## config.mk

```make
export PLATFORM = sky130hd
export DESIGN_NAME = spike_collector
export DESIGN_NICKNAME = d
export VERILOG_FILES = /design/src/rtl/spike_pkg.sv /design/src/rtl/spike_bitmap.sv /design/src/rtl/spike_collector.sv
export SDC_FILE = /design/constraint.sdc
export NUM_CORES = 1
export LEC_CHECK = 0
export ABC_CLOCK_PERIOD_IN_PS = 19340
export BUFFER_PORTS_ARGS = -buffer_cell sky130_fd_sc_hd__buf_2
export CORE_UTILIZATION = 62
export CTS_CLUSTER_DIAMETER = 120
export CTS_CLUSTER_SIZE = 30
export DETAILED_ROUTE_END_ITERATION = 16
export MAX_ROUTING_LAYER = met4
export PLACE_DENSITY = 0.85
export SLEW_MARGIN = 20
export SYNTH_ARGS = -nofsm -noshare
export SYNTH_HDL_FRONTEND = slang
export SYNTH_SLANG_ARGS = --single-unit
```

## constraint.sdc

```tcl
create_clock -name clk -period 19.34 [get_ports clk]
set_input_delay 0 -clock clk [delete_from_list [all_inputs] [get_ports clk]]
set_output_delay 0 -clock clk [all_outputs]
set_load 0.02 [all_outputs]
```

## src/rtl/spike_pkg.sv

```systemverilog
// spike_pkg: shared definitions for the spike collector.
//   - Packet field bit positions for the 64-bit packet
//     {dest[63:60], src[59:56], type[55:54], zeros[53:10], addr[9:0]},
//     where addr = {X[9:5], Y[4:0]}.
//   - Packet type codes and the done code.
//   - Collector state enumeration.
package spike_pkg;

    localparam int DEST_HI = 63;
    localparam int DEST_LO = 60;
    localparam int SRC_HI  = 59;
    localparam int SRC_LO  = 56;
    localparam int TYPE_HI = 55;
    localparam int TYPE_LO = 54;
    localparam int ADDR_HI = 9;
    localparam int ADDR_LO = 0;
    localparam int X_HI    = 9;
    localparam int X_LO    = 5;
    localparam int Y_HI    = 4;
    localparam int Y_LO    = 0;

    localparam logic [1:0] OUT_SPIKE_TYPE = 2'b11;
    localparam logic [1:0] MEMBRANE_TYPE  = 2'b10;
    localparam logic [9:0] DONE_CODE      = 10'h3FF;

    typedef enum logic [1:0] {
        COLLECT  = 2'd0,
        DRAIN    = 2'd1,
        FINISHED = 2'd2
    } collector_state_t;

endpackage

```

## src/rtl/spike_bitmap.sv

```systemverilog
// spike_bitmap: ROWS x COLS array of single-bit flops holding the output
// spikes of one timestep.
// Ports:
//   clk, rst        clock, asynchronous active-high reset (clears every bit)
//   setEn/setRow/setCol  set one bit (row, column)
//   clrEn/clrRow    clear one whole row
//   rdRow/rdData    combinational row read; rows at or beyond ROWS read as 0
// The owner never sets and clears the same row in one cycle: setting only
// happens while collecting and clearing only while draining.
module spike_bitmap #(
    parameter int ROWS = 21,
    parameter int COLS = 21
) (
    input  logic            clk,
    input  logic            rst,
    input  logic            setEn,
    input  logic [4:0]      setRow,
    input  logic [4:0]      setCol,
    input  logic            clrEn,
    input  logic [4:0]      clrRow,
    input  logic [4:0]      rdRow,
    output logic [COLS-1:0] rdData
);

    logic [COLS-1:0] rowBits [ROWS];

    always_ff @(posedge clk or posedge rst) begin
        if (rst) begin
            for (int r = 0; r < ROWS; r++) begin
                rowBits[r] <= '0;
            end
        end else begin
            if (setEn) begin
                rowBits[setRow][setCol] <= 1'b1;
            end
            if (clrEn) begin
                rowBits[clrRow] <= '0;
            end
        end
    end

    // The read index runs one past the last row at the end of a drain.
    assign rdData = (rdRow < 5'(ROWS)) ? rowBits[rdRow] : '0;

endmodule

```

## src/rtl/spike_collector.sv

```systemverilog
// spike_collector: collects output-spike packets from the partial-sum adders
// into a ROWS x COLS bitmap, and once NUM_ADDERS done packets have arrived
// drains the bitmap row by row to output memory, clearing it as it goes.
// After TIMESTEPS timesteps the block stops and raises all_done.
//
// Optional feature macro: SPIKE_COUNT_EN adds spike_cnt[8:0], the number of
// distinct spikes stored in the current timestep, valid while ts_done is high.
//
// Ports:
//   clk, rst            clock, asynchronous active-high reset
//   in_valid/in_ready   packet input handshake, in_data = packet
//   out_valid/out_ready row output handshake, out_data = {row index, row bits}
//   ts_done             one-cycle pulse after the last row of a timestep
//   timestep            index of the timestep being collected
//   all_done            set after TIMESTEPS timesteps, held until reset
//   err                 sticky: a packet was dropped
//   spike_cnt           (SPIKE_COUNT_EN only) distinct spikes this timestep
//   dbgState            current collector state, for observation
//
// Handshakes: a transfer happens on a rising clk edge where valid && ready are
// both high. Ready/valid driven by this block are flops decoded from the state
// only, never from the partner's valid/ready; out_data holds still while
// out_valid is high and out_ready is low.
module spike_collector
    import spike_pkg::*;
#(
    parameter int         WIDTH      = 64,
    parameter int         NUM_ADDERS = 5,
    parameter int         ROWS       = 21,
    parameter int         COLS       = 21,
    parameter int         TIMESTEPS  = 10,
    parameter logic [3:0] MY_ADDRESS = 4'b1010
) (
    input  logic              clk,
    input  logic              rst,
    input  logic              in_valid,
    output logic              in_ready,
    input  logic [WIDTH-1:0]  in_data,
    output logic              out_valid,
    input  logic              out_ready,
    output logic [5+COLS-1:0] out_data,
    output logic              ts_done,
    output logic [3:0]        timestep,
    output logic              all_done,
`ifdef SPIKE_COUNT_EN
    output logic [8:0]        spike_cnt,
`endif
    output logic              err,
    output logic [1:0]        dbgState
);

    localparam logic [4:0] ROWS_L   = 5'(ROWS);
    localparam logic [4:0] COLS_L   = 5'(COLS);
    localparam logic [4:0] LAST_ROW = 5'(ROWS - 1);
    localparam logic [2:0] ADDERS_L = 3'(NUM_ADDERS);
    localparam logic [3:0] TS_L     = 4'(TIMESTEPS);

    collector_state_t state;
    logic [2:0]       doneCnt;
    logic [4:0]       rowPtr;

    logic [3:0]       pktDest;
    logic [1:0]       pktType;
    logic [9:0]       pktAddr;
    logic [4:0]       pktX;
    logic [4:0]       pktY;
    logic             accept;
    logic             hdrOk;
    logic             isDone;
    logic             inRange;
    logic             doneAcc;
    logic             spikeAcc;
    logic             dropPkt;
    logic             lastDone;
    logic             outHs;
    logic [4:0]       rdRow;
    logic [COLS-1:0]  rdData;
    logic             unusedBits;

    assign pktDest = in_data[DEST_HI:DEST_LO];
    assign pktType = in_data[TYPE_HI:TYPE_LO];
    assign pktAddr = in_data[ADDR_HI:ADDR_LO];
    assign pktX    = in_data[X_HI:X_LO];
    assign pktY    = in_data[Y_HI:Y_LO];

    // Source and padding bits carry nothing the collector needs.
    assign unusedBits = ^{in_data[SRC_HI:SRC_LO], in_data[TYPE_LO-1:ADDR_HI+1]};

    assign accept   = in_valid && in_ready;
    assign hdrOk    = (pktDest == MY_ADDRESS) && (pktType == OUT_SPIKE_TYPE);
    assign isDone   = (pktAddr == DONE_CODE);
    assign inRange  = (pktX < ROWS_L) && (pktY < COLS_L);
    assign doneAcc  = accept && hdrOk && isDone;
    assign spikeAcc = accept && hdrOk && !isDone && inRange;
    assign dropPkt  = accept && !(hdrOk && (isDone || inRange));
    assign lastDone = doneAcc && ((doneCnt + 3'd1) == ADDERS_L);
    assign outHs    = out_valid && out_ready;

    // One read port serves three purposes: the row after the current one while
    // draining (preloaded into out_data on each handshake), row 0 when the
    // final done opens the drain, and the target row of a spike so a repeat
    // can be recognised.
    always_comb begin
        rdRow = pktX;
        if (state == DRAIN) begin
            rdRow = rowPtr + 5'd1;
        end else if (isDone) begin
            rdRow = 5'd0;
        end
    end

    spike_bitmap #(
        .ROWS(ROWS),
        .COLS(COLS)
    ) bitmap (
        .clk   (clk),
        .rst   (rst),
        .setEn (spikeAcc),
        .setRow(pktX),
        .setCol(pktY),
        .clrEn (outHs),
        .clrRow(rowPtr),
        .rdRow (rdRow),
        .rdData(rdData)
    );

    always_ff @(posedge clk or posedge rst) begin
        if (rst) begin
            state     <= COLLECT;
            in_ready  <= 1'b1;
            out_valid <= 1'b0;
            out_data  <= '0;
            ts_done   <= 1'b0;
            timestep  <= 4'd0;
            all_done  <= 1'b0;
            err       <= 1'b0;
            doneCnt   <= 3'd0;
            rowPtr    <= 5'd0;
        end else begin
            ts_done <= 1'b0;
            if (dropPkt) begin
                err <= 1'b1;
            end
            case (state)
                COLLECT: begin
                    if (lastDone) begin
                        doneCnt   <= 3'd0;
                        rowPtr    <= 5'd0;
                        state     <= DRAIN;
                        in_ready  <= 1'b0;
                        out_valid <= 1'b1;
                        out_data  <= {5'd0, rdData};
                    end else if (doneAcc && (doneCnt != ADDERS_L)) begin
                        doneCnt <= doneCnt + 3'd1;
                    end
                end
                DRAIN: begin
                    if (outHs) begin
                        if (rowPtr == LAST_ROW) begin
                            rowPtr    <= 5'd0;
                            out_valid <= 1'b0;
                            out_data  <= '0;
                            ts_done   <= 1'b1;
                            timestep  <= timestep + 4'd1;
                            if ((timestep + 4'd1) == TS_L) begin
                                state    <= FINISHED;
                                all_done <= 1'b1;
                            end else begin
                                state    <= COLLECT;
                                in_ready <= 1'b1;
                            end
                        end else begin
                            rowPtr   <= rowPtr + 5'd1;
                            out_data <= {rowPtr + 5'd1, rdData};
                        end
                    end
                end
                FINISHED: begin
                    // Terminal until reset.
                end
                default: begin
                    state <= COLLECT;
                end
            endcase
        end
    end

`ifdef SPIKE_COUNT_EN
    // A spike counts only if its bit was not already set this timestep.
    logic newSpike;
    assign newSpike = spikeAcc && !rdData[pktY];

    // The count is presented during the ts_done cycle and restarts at the
    // edge that ends it; a spike taken in that same cycle starts the new count.
    always_ff @(posedge clk or posedge rst) begin
        if (rst) begin
            spike_cnt <= 9'd0;
        end else if (ts_done) begin
            spike_cnt <= {8'd0, newSpike};
        end else if (newSpike) begin
            spike_cnt <= spike_cnt + 9'd1;
        end
    end
`endif

    assign dbgState = state;

endmodule
```

==> results.yml <==
setup_path:
  cp.required_ps: 19850
  critical_path.most_common_cell: "buf_4"
  worstPathCellList: "nand2b_1 -> o311ai_4 -> buf_4 -> and2_4 -> buf_4 -> a21oi_1 -> a221oi_1 -> o221a_2 -> a211o_1"
  cp_slowest_cell: "a221oi_1"
  crit_fanout: 62
  worstSetupPathType: "flip-flop to flip-flop"
  critPathTopFamily: "compound AO/OA/AOI/OAI gates"
  crit_buf_inv: 2
  cpPeakStageDelay_ps: 850
  worst_ep_arrival_time_ps: 5170
  cp-end-kind: "flip-flop"
  critPathLaunchType: "flip-flop"
finish:
  fin_util_pct: 67.03
  area_growth_pct: 5.861
  drive_above_1_share_pct: 8.545
  final_cell_mix: "nor2_1 (507), a21oi_1 (489), dfrtp_1 (480), nand2_1 (259), nand3_1 (71)"
  fin_nets: 2470
  final_common_cell: "nor2_1"
  design_area_sq_um: 23210
logic_synthesis:
  seq_area_frac_synth_pct: 54.90
  synth_edf_count: 0
  ys.flop_type: "dfrtp_1"
  ys_warn_count: 0
  synth.net_count: 2540
  ys_seq_elements: 481
  syn-cell-area_sq_um: 21920
  synth_area_per_cell_sq_um: 8.902
  synthArstFlopShare_pct: 100.0
  synthDistinctLibCells: 59
  synth_cells: 2463
global_route:
  grt_usage_pct: 36.70
  grt_max_degree: 193
  grt_pass1_vias: 18300
  busiest_layer: "met2"
  overflow: 0
  grt_first_pass_wirelength_um: 100700
  gr-usage-met1_pct: 48.77
  grt_antenna_before_repair: 1
  use_met2_pct: 55.00
  met3_usage_pct: 9.592
drt:
  vias: 19310
  viasPerCell: 6.762
  drtIter0Drc: 3090
  drt_first_pass_iters: 6
  drc_errors: 0
  wire_per_inst_um: 22.68
  ant_nets: 0
  wirelength_um: 64780
clock_network:
  cts_setup_buffers: 0
  cts-root-buf: "clkbuf_16"
  numCtsBuffers: 20
  cts_tree: "done"
  clock_path_buffers: 3
  htreeDepth: 1
  clock-sinks: 481
  clk_latency_ps: 560
  clkSlewWorstSetupHoldPaths_ps: 120
floorplanning:
  die_w_um: 190.1
  pin_count: 105
  fp.dieH_um: 190.1
  coreArea_sq_um: 34630
  dieArea_sq_um: 36120
  fp-row-count: 68
  start_util_pct: 63.31
worst_hold_path:
  hold_class: "input pin to flip-flop"
sta:
  fin_setup_tns_ps: 0
  rsz0062_at_grt: "no"
  skew_ps: 38.91
  slew_headroom_pct: 22.39
  holdWs_ps: 20.71
  hold_viol: 0
  setup_violations: 0
  worstMarginPinSlew_ps: 1163
  fmax_ghz: 0.2149
  final_max_slew_viol_count: 0
  min_period_ps: 4654
  timing.final.crit_share_pct: 24.06
power_and_ir_drop:
  power_density_nw_per_um2: 69.73
  peakVddDrop_mv: 0.07123
  leakage_nw: 11.36
placement:
  post_dp_cell_area_sq_um: 22510
  globalplace.congestion: 0.9645
  portBuffers: 56
  hpwl_um: 40880
run:
  cap_violations: 0
run_status:
  status: "completed"
==> flip-flops by register name (all words and copies together), names as in the netlist, 2 cells and up <==
| signal | cells |
|---|---|
| dbgState | 2 |
| out_data | 26 |
| bitmap.rowBits | 441 |
| doneCnt | 3 |
| timestep | 4 |
==> worst paths after layout <==
kind	startpoint	end	slack, ps	cells past startpoint
max reg2reg	dbgState[1]$_DFFE_PP0P_	out_data[0]$_DFFE_PP0P_	14690	9
max	dbgState[1]$_DFFE_PP0P_	out_data[0]$_DFFE_PP0P_	14690	9
min reg2reg	all_done$_DFFE_PP0P_	all_done$_DFFE_PP0P_	480	1
min	out_ready	out_data[23]$_DFFE_PP0P_	20	4
max in group asynchronous	rst	bitmap.rowBits[357]$_DFF_PP0_	17560	4
min in group asynchronous	rst	timestep[2]$_DFFE_PP0P_	230	3
==> tightest hold or removal path: stages <==
cell and delay, ps:
buf_2 100, and2_1 250, nand3_1 130, o21ai_0 70
==> layout make-up <==
class	instances	area (sq um)
diodes	2	5.005
clock buffers	27	548.0
clock inverters	1	30.03
fillers	2637	11420
inverters	13	56.30
multi-input cells	1741	9047
flip-flops and latches	481	12040
well taps	455	569.3
repair buffers	136	915.9
==> synthesized netlist by cell type, types with 8 or more instances <==
cell,number,share of area [%]
nor2_1,519,8.9
a21oi_1,489,11
dfrtp_1,480,55
nand2_1,259,4.4
clkbuf_1,189,3.2
nand3_1,71,1.6
and3_1,43,1.2
a211oi_1,42,1.4
a32o_1,41,1.9
buf_2,34,0.78
o21ai_0,34,0.78
a31oi_1,22,0.63
a32oi_1,22,0.88
mux2i_1,22,1.0
or2_2,22,0.63
a221oi_1,21,0.84
a311oi_1,21,0.84
a221o_1,20,0.91
inv_1,13,0.22
ha_1,9,0.51
or3_1,8,0.23
==> timing repair <==
action / 4_1_cts / 5_1_grt
resized for setup: 0 / 0
hold endpoints to repair: 158 / 0
hold buffers: 9 / 0
==> metrics by stage <==
step | worst slack [ps] | power [W] | cells
floorplan | 5921 | 0.001089 | 2463
global placement | 14980 | 0.001119 | 2817
detailed placement | 14970 | 0.001120 | 2817
CTS | 14960 | 0.001619 | 2854
global route | 14610 | 0.001665 | 2855
finish | 14690 | 0.001618 | 2856
==> power by group <==
group / switching [W] / internal, W / leakage [nW]
logic: 0.0000804 / 0.0000205 / 4.37
clock network: 0.000308 / 0.000204 / 0.277
registers: 0 / 0.00101 / 6.71
==> cells by family (layout without fill, tap and decap cells) <==
family	count (synthesis)	count (layout)	synth area share [%]
compound gates	732	732	20.19
flops	481	481	54.91
buf+inv	241	177	4.463
mux	25	25	1.158
other cells	0	2	0
simple gates	968	968	18.49
xor+xnor	7	7	0.2796
fa+ha+maj	9	9	0.5136
==> per-layer routing <==
layer	wire length, um	share of wire, %
met2	29260	45
met4	2144	3.3
met1	24510	38
met3	8868	14
met5	0	0
Power figures use the tool's default switching activity.
